[config.mk]
export PLATFORM = sky130hd
export DESIGN_NAME = instr_fetch
export DESIGN_NICKNAME = d
export VERILOG_FILES = /design/src/rtl/instr_fetch_pkg.sv /design/src/rtl/instr_fetch_watchdog.sv /design/src/rtl/instr_fetch.sv
export SDC_FILE = /design/constraint.sdc
export NUM_CORES = 1
export LEC_CHECK = 0
export ABC_AREA = 1
export CAP_MARGIN = 5
export CORE_MARGIN = 4
export CORE_UTILIZATION = 25
export DETAILED_ROUTE_END_ITERATION = 7
export GPL_TIMING_DRIVEN = 0
export SYNTH_ARGS = -nofsm -noshare
export SYNTH_HDL_FRONTEND = slang
export SYNTH_SLANG_ARGS = --single-unit
[constraint.sdc]
create_clock -name update_clk -period 5.2 [get_ports update_clk]
set_clock_uncertainty 0.05 [all_clocks]
set_input_delay 1.04 -clock update_clk [delete_from_list [all_inputs] [get_ports update_clk]]
set_output_delay 1.04 -clock update_clk [all_outputs]
set_load 0.01 [all_outputs]
[src/rtl/instr_fetch_pkg.sv]
// Shared constants and fetch FSM encoding for the instruction fetch unit.
// Imported by instr_fetch and its optional ack watchdog.
package instr_fetch_pkg;

  localparam int WORD_SIZE = 16;
  localparam int ADJ_SEQ   = 1;

  typedef enum logic [2:0] {
    IDLE,
    REQ,
    HOLD,
    STEP,
    SETTLE
  } fetch_state_t;

endpackage

[src/rtl/instr_fetch_watchdog.sv]
// Ack watchdog for instr_fetch: counts edges spent waiting in REQ and
// raises a sticky fault when the memory never answers.
module instr_fetch_watchdog #(
  parameter int TIMEOUT_CYCLES = 255
) (
  input  logic update_clk,
  input  logic reset_clk,
  input  logic active,
  input  logic ack,
  output logic expire,
  output logic fault
);

  localparam int CW =
    ($clog2(TIMEOUT_CYCLES + 1) > 8) ?
    $clog2(TIMEOUT_CYCLES + 1) : 8;

  logic [CW-1:0] cnt;

  // expire marks the edge that would be the last one allowed without ack
  assign expire = active && !ack &&
                  (cnt == CW'(TIMEOUT_CYCLES - 1));

  always_ff @(posedge update_clk or posedge reset_clk) begin
    if (reset_clk) begin
      cnt   <= '0;
      fault <= 1'b0;
    end else begin
      if (!active) cnt <= '0;
      else         cnt <= cnt + 1'b1;
      if (expire) fault <= 1'b1;
    end
  end

endmodule

[src/rtl/instr_fetch.sv]
// Instruction fetch: reads ip, fetches over req/ack, hands word to decoder,
// then drives adj and a one-cycle ip_step. Optional watchdog: FETCH_TIMEOUT_EN.
module instr_fetch #(
  parameter int WORD_SIZE      = instr_fetch_pkg::WORD_SIZE,
  parameter int TIMEOUT_CYCLES = 255
) (
  input  logic                 reset_clk,
  input  logic                 update_clk,
  input  logic [WORD_SIZE-1:0] ip,
  input  logic                 halt,
  output logic                 mem_req,
  output logic [WORD_SIZE-1:0] mem_addr,
  input  logic                 mem_ack,
  input  logic [WORD_SIZE-1:0] mem_data,
  output logic [WORD_SIZE-1:0] instr,
  output logic                 instr_valid,
  input  logic                 instr_ready,
  input  logic                 branch_taken,
  input  logic [WORD_SIZE-1:0] branch_offset,
  output logic [WORD_SIZE-1:0] adj,
  output logic                 ip_step,
  output logic                 fault
);

  import instr_fetch_pkg::*;

  fetch_state_t state_q, state_d;

  logic [WORD_SIZE-1:0] addr_d, instr_d, adj_d;
  logic                 req_d, valid_d, step_d;
  logic                 expire;

`ifdef FETCH_TIMEOUT_EN
  instr_fetch_watchdog #(
    .TIMEOUT_CYCLES(TIMEOUT_CYCLES)
  ) u_wdog (
    .update_clk(update_clk),
    .reset_clk (reset_clk),
    .active    (state_q == REQ),
    .ack       (mem_ack),
    .expire    (expire),
    .fault     (fault)
  );
`else
  logic [31:0] timeout_unused;
  assign timeout_unused = 32'(TIMEOUT_CYCLES);
  assign expire = 1'b0;
  assign fault  = 1'b0;
`endif

  always_ff @(posedge update_clk or posedge reset_clk) begin
    if (reset_clk) state_q <= IDLE;
    else           state_q <= state_d;
  end

  always_ff @(posedge update_clk or posedge reset_clk) begin
    if (reset_clk) begin
      mem_req     <= 1'b0;
      mem_addr    <= '0;
      instr       <= '0;
      instr_valid <= 1'b0;
      adj         <= WORD_SIZE'(ADJ_SEQ);
      ip_step     <= 1'b0;
    end else begin
      mem_req     <= req_d;
      mem_addr    <= addr_d;
      instr       <= instr_d;
      instr_valid <= valid_d;
      adj         <= adj_d;
      ip_step     <= step_d;
    end
  end

  always_comb begin
    state_d = state_q;
    addr_d  = mem_addr;
    req_d   = mem_req;
    instr_d = instr;
    valid_d = instr_valid;
    adj_d   = adj;
    step_d  = 1'b0;
    unique case (state_q)
      IDLE, SETTLE: begin
        state_d = IDLE;
        // a latched fault parks the unit until reset
        if (!halt && !fault) begin
          addr_d  = ip;
          req_d   = 1'b1;
          state_d = REQ;
        end
      end
      REQ: begin
        if (mem_ack) begin
          instr_d = mem_data;
          req_d   = 1'b0;
          valid_d = 1'b1;
          state_d = HOLD;
        end else if (expire) begin
          req_d   = 1'b0;
          state_d = IDLE;
        end
      end
      HOLD: begin
        if (instr_ready) begin
          valid_d = 1'b0;
          step_d  = 1'b1;
          adj_d   = branch_taken ? branch_offset :
                                   WORD_SIZE'(ADJ_SEQ);
          state_d = STEP;
        end
      end
      STEP: begin
        state_d = SETTLE;
      end
      default: begin
        state_d = IDLE;
      end
    endcase
  end

endmodule
==> impl_metrics.ini, run 1 <==
[floorplan]
boundaryPins = 106
rows = 34
start_util_pct = 25.7
die_w_um = 102
die_y_um = 102
coreArea_um2 = 8680
die_area_um2 = 10500

[place]
portBuffers = 103
finalWeightedCongestion = 0.721
place_ws_ps = 2840
placed_area_um2 = 3410
placedCellCount = 449
hpwl_mm = 4.23

[job]
cap_viol_max_count = 0

[sta]
period_minus_slack_ps = 2450
tns_ps = 0
finalCritPeriodShare_pct = 47.1
hold_violations = 0
slew_viol_final = 0
rsz0062_at_grt = false
worst_slack_ps = 2750
max_freq_ghz = 0.408
setup_viol = 0

[detailed_routing]
m1WireLength_mm = 2.39
viasPerCell = 4.13
top_layer_used = met4
wl_met3_um = 460
drt_iter0_markers = 47
wl_per_cell_um = 12.2
wl_mm = 5.59
routed-wl-met2_mm = 2.69
drc = 0
num_vias = 1887
postRouteAntennaNets = 0
drtPass1Iterations = 4

[global_routing]
antenna_found_initial = 0
grt-ovfl-total = 0
grt_pass1_vias = 2024
grt_usage_pct = 11.2
grt_pass1_wl_mm = 9.32
grt_start_max_net_pins = 39

[logic_synthesis]
synth-seq-cells = 54
synth.avg_cell_area_um2 = 9.40
syn_nets = 291
yosysTopAreaCellShare_pct = 59.5
synth.cell_area_um2 = 2230
ys_top_cells_by_area = dfrtp_1, nand2_1, o21ai_0
syn_inst = 237
ys_seq_area_share_pct = 60.7
ys_types = 24
yosysWarnings = 0
yosysTopAreaCell = dfrtp_1

[final_layout]
nets = 402
drive_gt1_share_pct = 8.88
instances_no_fill = 457
n_fill_cell = 902
fin_area_um2 = 3520
syn_to_final_growth_pct = 58.2
final_common_cell = clkdlybuf4s50_1
mostFrequentLayoutCells = clkdlybuf4s50_1, nand2_1, dfrtp_1
diodes = 0

[critical_path]
end_kind = output port
cp_slowest_stage_delay_ps = 540
critPathBufInv = 1
critPathArrivalTime_ps = 1360
worst_path_max_delay_cell = dfstp_2
cp_cell_sequence = clkdlybuf4s50_1
reg2reg_depth = 5
path_class = reg2out
critical_path_required_ps = 4110
cp_max_fo = 2
critPathTopFamily = flip-flops
cp.depth = 1
cp-start-kind = flip-flop

[power_and_ir_drop]
power_mw = 1.86
leakagePower_nw = 1.71
powerDensity_nw_per_um2 = 528
ir_worst_vdd_uv = 175

[clock_network]
cts_inserted_buffers = 5
ctsHoldBuffers = 0
cts.root.buffer_cell = clkbuf_8
clkSinkCount = 54
cts_max_level = 2
cts_resized = 0
cts.path.max_buffers = 2
cts_tree = done
path_clk_slew_ps = 90
post-cts-setup-buffer-count = 0
clk_latency_ps = 300

[run_status]
status = finished, final reports clean

[min_path]
hold_depth = 2
hold_class = reg2reg
-- power by group --
| group | leakage (nW) | internal (mW) | switching [mW] |
|---|---|---|---|
| combinational | 0.976 | 0.468 | 0.403 |
| clock | 0.0575 | 0.135 | 0.135 |
| sequential | 0.680 | 0.616 | 0.104 |
| total | 1.71 | 1.22 | 0.643 |
-- synthesized netlist by cell type --
cell type,n
nor3_1,1
clkbuf_8,1
nand3_1,17
o21ai_0,31
buf_6,1
nand3b_2,1
clkbuf_2,3
inv_4,1
inv_2,3
dfstp_2,1
clkbuf_1,1
buf_12,1
inv_1,21
nor2_1,4
nand3_2,1
buf_2,2
dfrtp_1,53
nand3_4,2
nand2_1,85
conb_1,1
buf_4,2
a31oi_1,1
a21oi_1,1
nor2_8,2
-- logic make-up after synthesis --
group	count (synthesis)	share of synthesized area, %
compound gates	33	7.47
buf+inv	36	8.31
flops	54	60.7
other cells	1	0.168
simple gates	113	23.4
-- metal layers --
layer | track usage, % | up-vias
met5 | 0 | -
li1 | - | 954
met1 | 14.2 | 865
met3 | 3.34 | 7
met2 | 18.4 | 61
met4 | 3.33 | 0
-- through the flow --
| stage | util [%] | hold slack [ps] |
|---|---|---|
| floorplan | - | 427 |
| global placement | 39.1 | 404 |
| detailed placement | 39.3 | 407 |
| CTS | 40.6 | 432 |
| global route | 40.6 | 458 |
| finish | 40.6 | 426 |
-- sequential cells by signal (all words and copies together) (netlist names) --
name / cells
instr: 16
state_q: 3
adj: 16
mem_addr: 16
instr_valid: 1
ip_step: 1
mem_req: 1
-- layout make-up --
type	count	area (um^2)	area share, %
timing repair buffer	104	1050	29.8
multi-input combinational	147	691	19.6
buffer	11	88.8	2.52
sequential	54	1350	38.4
clock buffer	8	110	3.12
tap	108	135	3.83
inverter	25	96.3	2.73
-- worst min-delay path, cell delays in order (launching register included) --
cell and delay [ps]:
dfrtp_1 350, nand2_1 50, nand2_1 40
-- final timing paths --
kind	startpoint	end	slack, ps
max	adj[0]	adj[0]	2750
min in group asynchronous	reset_clk	instr[6]	980
min reg2reg	instr[5]	instr[5]	430
max reg2reg	state_q[0]	adj[6]	3810
min	instr[5]	instr[5]	430
max in group asynchronous	reset_clk	adj[0]	3510
No activity file was read; power rests on OpenSTA's default activity.
==> run 2: changes to the inputs <==
==> constraint.sdc (replaced) <==
create_clock -name update_clk -period 2.5 [get_ports update_clk]
set_clock_uncertainty 0.05 [all_clocks]
set_input_delay 0.5 -clock update_clk [delete_from_list [all_inputs] [get_ports update_clk]]
set_output_delay 0.5 -clock update_clk [all_outputs]
set_load 0.01 [all_outputs]
==> results of run 2 <==
Same layout as run 1 (identical final DEF). Status: finished, final reports clean.
Among the figures that moved: setup slack after placement 2840 ps -> 678 ps; setup slack after layout 2750 ps -> 592 ps; register-to-register setup slack 3810 ps -> 1110 ps; total power 1.86 mW -> 3.87 mW; worst IR drop on VDD 175 uV -> 364 uV
==> variant 1: new RTL, flow settings as in run 1 <==
Build with the macro `FETCH_TIMEOUT_EN` defined.
--- a/src/rtl/instr_fetch.sv
+++ b/src/rtl/instr_fetch.sv
@@ -2,2 +2,4 @@
 // then drives adj and a one-cycle ip_step. Optional watchdog: FETCH_TIMEOUT_EN.
+`define FETCH_TIMEOUT_EN
+
 module instr_fetch #(
Check against the original RTL: same outputs for any inputs over 10 cycles, from zero or initial values and one cycle with reset_clk high; that may be too few to reach the edited logic, so the function may still have changed.
==> variant 1 against run 1 <==
- sequential power decreased by 6.5%
- power decreased by 9.3%
- sequential share of layout area increased by 0.50 points
- sequential cell count increased by 9
- maximum frequency decreased by 1.2%
- worst setup slack got worse by 30 ps
- global-route usage increased by 0.25 points
- final area increased by 15%
- wire length increased by 21%
- non-clock buffer count increased by 3
- die area increased by 17%
- hold slack got worse by 40 ps
- area after synthesis increased by 18%
- largest power group is now sequential cells
==> variant 1: results (changes against run 1) <==
* Post-layout nets at 459 (+14%)
* R2r setup slk at 3780 ps (-30 ps)
* Largest net degree at the start of global routing at 34 (-13%)
* LEAKAGE at 1.935 nW (+13%)
* Instance count along the most critical hold path at 1 (-1)
* Iter 0 DRT Violations at 96 (+100%)
* Number of global-route vias before repair at 2,417 (+19%)
* Antenna Diode Count at 0 (unchanged)
* Beginning of the worst hold path: state_q[2]$_DFFE_PP0P_
* Number of different library cells in the post-synthesis netlist at 21 (-13%)
* Top flip-flop cell by instance count after synthesis: sky130_fd_sc_hd__dfrtp_1
* Hold-critical path endpoint: state_q[2]$_DFFE_PP0P_
* Global-route wire length before repair at 11,540 um (+24%)
* Destination of the worst register-to-register timing path: mem_addr[14]$_DFFE_PP0P_
* Overall track demand over capacity in global routing at 11.44% (+0.25 points)
* Top post-synthesis cells by count: sky130_fd_sc_hd__nand2_1 (95), sky130_fd_sc_hd__dfrtp_1 (62), sky130_fd_sc_hd__nand3_1 (51)
* R2r startpoint: u_wdog.fault$_DFFE_PP0P_
* Final weighted congestion in routability-driven placement at 0.6890 (-4.5%)
* Register area share after synthesis at 59.99% (-0.71 points)
* Total number of vias at 2,320 (+23%)
* Syn nets at 344 (+18%)
* Worst vdd ir at 0.1929 mV (+10%)
* Run status: finished, final reports clean
* Top cells by area in the synthesized netlist: sky130_fd_sc_hd__dfrtp_1 (59%), sky130_fd_sc_hd__nand2_1 (14%), sky130_fd_sc_hd__nand3_1 (9.7%)
* Layout cell share with drive strength beyond 1 at 9.314% (+0.43 points)
* Internal portion of total power at 0.001152 W (-5.5%)
* Number of levels in the clock H-tree at 3 (+1)
* Clock insertion delay at the later pin of the skew report at 330 ps (+30 ps)
* Arr. time, crit path at 1390 ps (+30 ps)
* Detailed-route wire length per cell at 12.43 um (+1.6%)
* Placed wire-length estimate at 5051 um (+19%)
* TritonCTS buffer count at 9 (+4)
* Clock Tree Root: sky130_fd_sc_hd__clkbuf_8
* Layout fillers at 1,099 (+22%)
-- variant 1: changes by cell type in the layout (fill, tap and decap cells not counted), sizes merged, moves of 2 or more --
cell / delta
buf: +4
ha: +2
inv: -13
o21ai: -13
nor2: +14
nand2: +12
clkbuf: +2
dfrtp: +9
clkinv: +3
a21oi: +6
nand3: +33
-- variant 1: worst max-delay path by stage --
stage / from / to / slack [ps] / depth (start not counted)
4_1_cts: adj[0]$_DFFE_PP1P_ / adj[0] / 2700 / 1
3_3_place_gp: reset_clk / mem_addr[2]$_DFFE_PP0P_ / 1340 / 2
2_1_floorplan: reset_clk / adj[10]$_DFFE_PP0P_ / 2540 / 1
5_1_grt: adj[0]$_DFFE_PP1P_ / adj[0] / 2670 / 1
6_report: adj[0]$_DFFE_PP1P_ / adj[0] / 2720 / 1
3_5_place_dp: halt / mem_addr[0]$_DFFE_PP0P_ / 2690 / 6
-- variant 1: final cells by class --
| type | count | share of cell area (%) |
|---|---|---|
| repair buffers | 104 | 25.89 |
| multi-input cells | 199 | 22.53 |
| inverters | 12 | 1.110 |
| flip-flops and latches | 63 | 38.87 |
| clock inverters | 5 | 1.387 |
| well taps | 136 | 4.192 |
| plain buffers | 14 | 2.281 |
| clock buffers | 11 | 3.730 |
-- variant 1: per-stage QoR --
step	setup WS [ps]	instances	area, um2	power, W	hold slack (ps)
detailed placement	2694	528	3851	0.001270	382.0
floorplan	2542	288	2630	0.0009447	360.3
CTS	2695	544	4059	0.001724	391.5
finish	2721	544	4059	0.001688	386.0
global route	2671	544	4059	0.001815	410.1
global placement	1338	527	3831	0.001258	368.5
-- variant 1: power groups by stage --
| stage | registers (W) | clock network (W) | logic [W] |
|---|---|---|---|
| after floorplan | 0.000726 | 0 | 0.000219 |
| after global placement | 0.000680 | 0 | 0.000578 |
| after detailed placement | 0.000681 | 0 | 0.000589 |
| after CTS | 0.000676 | 0.000457 | 0.000590 |
| after global routing | 0.000692 | 0.000480 | 0.000643 |
| final | 0.000673 | 0.000439 | 0.000576 |
-- variant 1: cells by family (layout without fill, tap and decap cells) --
family,after synthesis,after routing,share of synthesized area [%]
fa+ha+maj,2,2,0.9513
flops,63,63,59.99
buf+inv,26,146,5.233
xor+xnor,1,1,0.3331
compound gates,25,25,4.757
simple gates,171,171,28.73
-- variant 1: metal layers --
metal	vias up	global-route usage, %	wire, um
li1	1160	-	-
met1	1082	14.51	3084
met2	68	18.20	3150
met3	10	3.562	419
met4	0	4.433	107
met5	-	0	0
==> variant 2: new RTL, settings of run 1 <==
Without the edit above. `mem_addr` and `instr` no longer have a reset.
--- a/src/rtl/instr_fetch.sv
+++ b/src/rtl/instr_fetch.sv
@@ -58,4 +58,2 @@
       mem_req     <= 1'b0;
-      mem_addr    <= '0;
-      instr       <= '0;
       instr_valid <= 1'b0;
@@ -65,4 +63,2 @@
       mem_req     <= req_d;
-      mem_addr    <= addr_d;
-      instr       <= instr_d;
       instr_valid <= valid_d;
@@ -71,2 +67,7 @@
     end
+  end
+
+  always_ff @(posedge update_clk) begin
+    mem_addr <= addr_d;
+    instr    <= instr_d;
   end
Behaviour: not the same (Yosys sat finds a counterexample within 4 cycles, from zero or initial values and one cycle with reset_clk high).
==> variant 2 against run 1 <==
- sequential cell count is the same
- area after synthesis down 13%
- power down 23%
- die area decreased by 12%
- clock power up 1%
- hold slack gained 9.1 ps
- wire length is 18% lower
- critical path depth unchanged
- maximum frequency decreased by 0.33%
- final area shrank 9.3%
- worst setup slack worse by 8.1 ps
- critical endpoint unchanged
==> variant 2: results (changes against run 1) <==
* Antenna Diode Count at 0 (unchanged)
* Number of buffers inserted by port buffering at 103 (unchanged)
* Reg2reg path depth at 6 (+1)
* Post-place instance area at 3083 um2 (-9.7%)
* Number of buffers inserted to repair setup after CTS at 0 (unchanged)
* Top post-synthesis cells by count: sky130_fd_sc_hd__edfxtp_1 (32), sky130_fd_sc_hd__nand2_1 (24), sky130_fd_sc_hd__dfrtp_1 (21)
* Post-layout nets at 304 (-24%)
* Async set or reset register ratio after synthesis at 40.74% (-59 points)
* Total routed wirelength at 4584 um (-18%)
* Register area share after synthesis at 78.46% (+18 points)
* Run status: finished, final reports clean
* Clock insertion delay at the later pin of the skew report at 290 ps
* Layout cell share with drive strength beyond 1 at 7.171% (-1.7 points)
* Longest Clk Path Bufs at 2 (unchanged)
* Vias/cell at 4.020 (-2.6%)
* Worst vdd ir at 0.1711 mV (-2.1%)
* Met1 layer usage reported by global route at 12.88% (-1.3 points)
* EDFF count, synth at 32 (+32)
* Arr. time, crit path at 1370 ps
* R2r setup slk at 3480 ps (-330 ps)
* Global Route met3 Usage at 3.987% (+0.64 points)
* Placed wire-length estimate at 3537 um (-16%)
* Max transition margin at 44.53%
* Count of TritonRoute iterations in the first routing pass at 2 (-2)
* Number of global-route vias before repair at 1,462 (-28%)
* LEAKAGE at 1.285 nW (-25%)
* Top cells by area in the synthesized netlist: sky130_fd_sc_hd__edfxtp_1 (50%), sky130_fd_sc_hd__dfrtp_1 (27%), sky130_fd_sc_hd__nand3_1 (5.2%)
* Iter 0 DRT Violations at 40 (-15%)
* Global-route wire length before repair at 7148 um (-23%)
* Resize count post-CTS at 0 (unchanged)
* Largest fanout on the critical path at 2 (unchanged)
* Critical path origin: adj[0]$_DFFE_PP1P_
* Beginning of the worst hold path: mem_req$_DFFE_PP0P_
* Clock edge transition at the registers on the reported setup and hold paths at 90 ps (about the same)
* R2r startpoint: state_q[1]$_DFFE_PP0P_
* Number of levels in the clock H-tree at 2 (unchanged)
* Pre-CTS setup slack at 2087 ps (-750.2 ps)
* Final weighted congestion in routability-driven placement at 0.7236 (+0.30%)
* Destination of the worst register-to-register timing path: mem_req$_DFFE_PP0P_
* Hold-critical path endpoint: mem_req$_DFFE_PP0P_
* Largest net degree at the start of global routing at 23 (-41%)
* Grt met2 use at 16.33% (-2.1 points)
* Syn nets at 194 (-33%)
* Overall track demand over capacity in global routing at 10.22% (-0.96 points)
* Number of different library cells in the post-synthesis netlist at 19 (-21%)
-- variant 2: cell count changes after synthesis, sizes merged --
cell / before / now
a31oi: 1 / 0
buf: 6 / 4
clkbuf: 5 / 2
dfrtp: 53 / 21
edfxtp: 0 / 32
inv: 25 / 10
nand2: 85 / 24
nand3: 20 / 21
nand3b: 1 / 0
nor2: 6 / 7
o21ai: 31 / 15
-- variant 2: where the power goes --
group          leakage (nW)  total, W  internal (W)  switching (W)
registers             0.577  0.000647      0.000592      0.0000557
clock network        0.0514  0.000274      0.000144       0.000130
logic                 0.656  0.000507      0.000267       0.000240
total                  1.29   0.00143       0.00100       0.000426
-- variant 2: kinds of logic (layout without fill, tap and decap cells) --
kind of cell	count (synthesis)	count (layout)	synth area share [%]
DFF	54	54	78.46
and+or+nand+nor	53	53	13.24
AOI/OAI and AO/OA	16	16	4.153
buffers and inverters	16	127	3.958
other	1	1	0.1945
-- variant 2: per-layer routing --
metal	up-vias	wire [um]
li1	694	-
met1	628	2054
met2	80	1942
met3	5	538
met4	0	48
met5	-	0
-- variant 2: metrics by stage --
| stage | instances | utilization, % | hold slack [ps] |
|---|---|---|---|
| after floorplan | 140 | - | 426.3 |
| after global placement | 342 | 41.83 | 411.2 |
| after detailed placement | 342 | 41.83 | 421.8 |
| after CTS | 350 | 43.33 | 443.7 |
| after global routing | 350 | 43.36 | 468.5 |
| final | 350 | 43.36 | 435.3 |
-- variant 2: cell type report --
| class | count | area (um2) |
|---|---|---|
| Buffer | 6 | 38.79 |
| Clock buffer | 6 | 72.57 |
| Clock inverter | 2 | 37.54 |
| Fill cell | 691 | 4174 |
| Inverter | 10 | 37.54 |
| Multi-Input combinational cell | 70 | 341.6 |
| Sequential cell | 54 | 1513 |
| Tap cell | 99 | 123.9 |
| Timing Repair Buffer | 103 | 1031 |
-- variant 2: worst max-delay path by stage --
stage	end	slack [ps]	cells after the start
2_1_floorplan	instr[0]$_DFFE_PP_	2950	2
3_3_place_gp	mem_req$_DFFE_PP0P_	2140	6
3_5_place_dp	mem_req$_DFFE_PP0P_	2090	6
4_1_cts	mem_req$_DFFE_PP0P_	2400	6
5_1_grt	mem_req$_DFFE_PP0P_	2630	6
6_report	adj[0]	2740	1
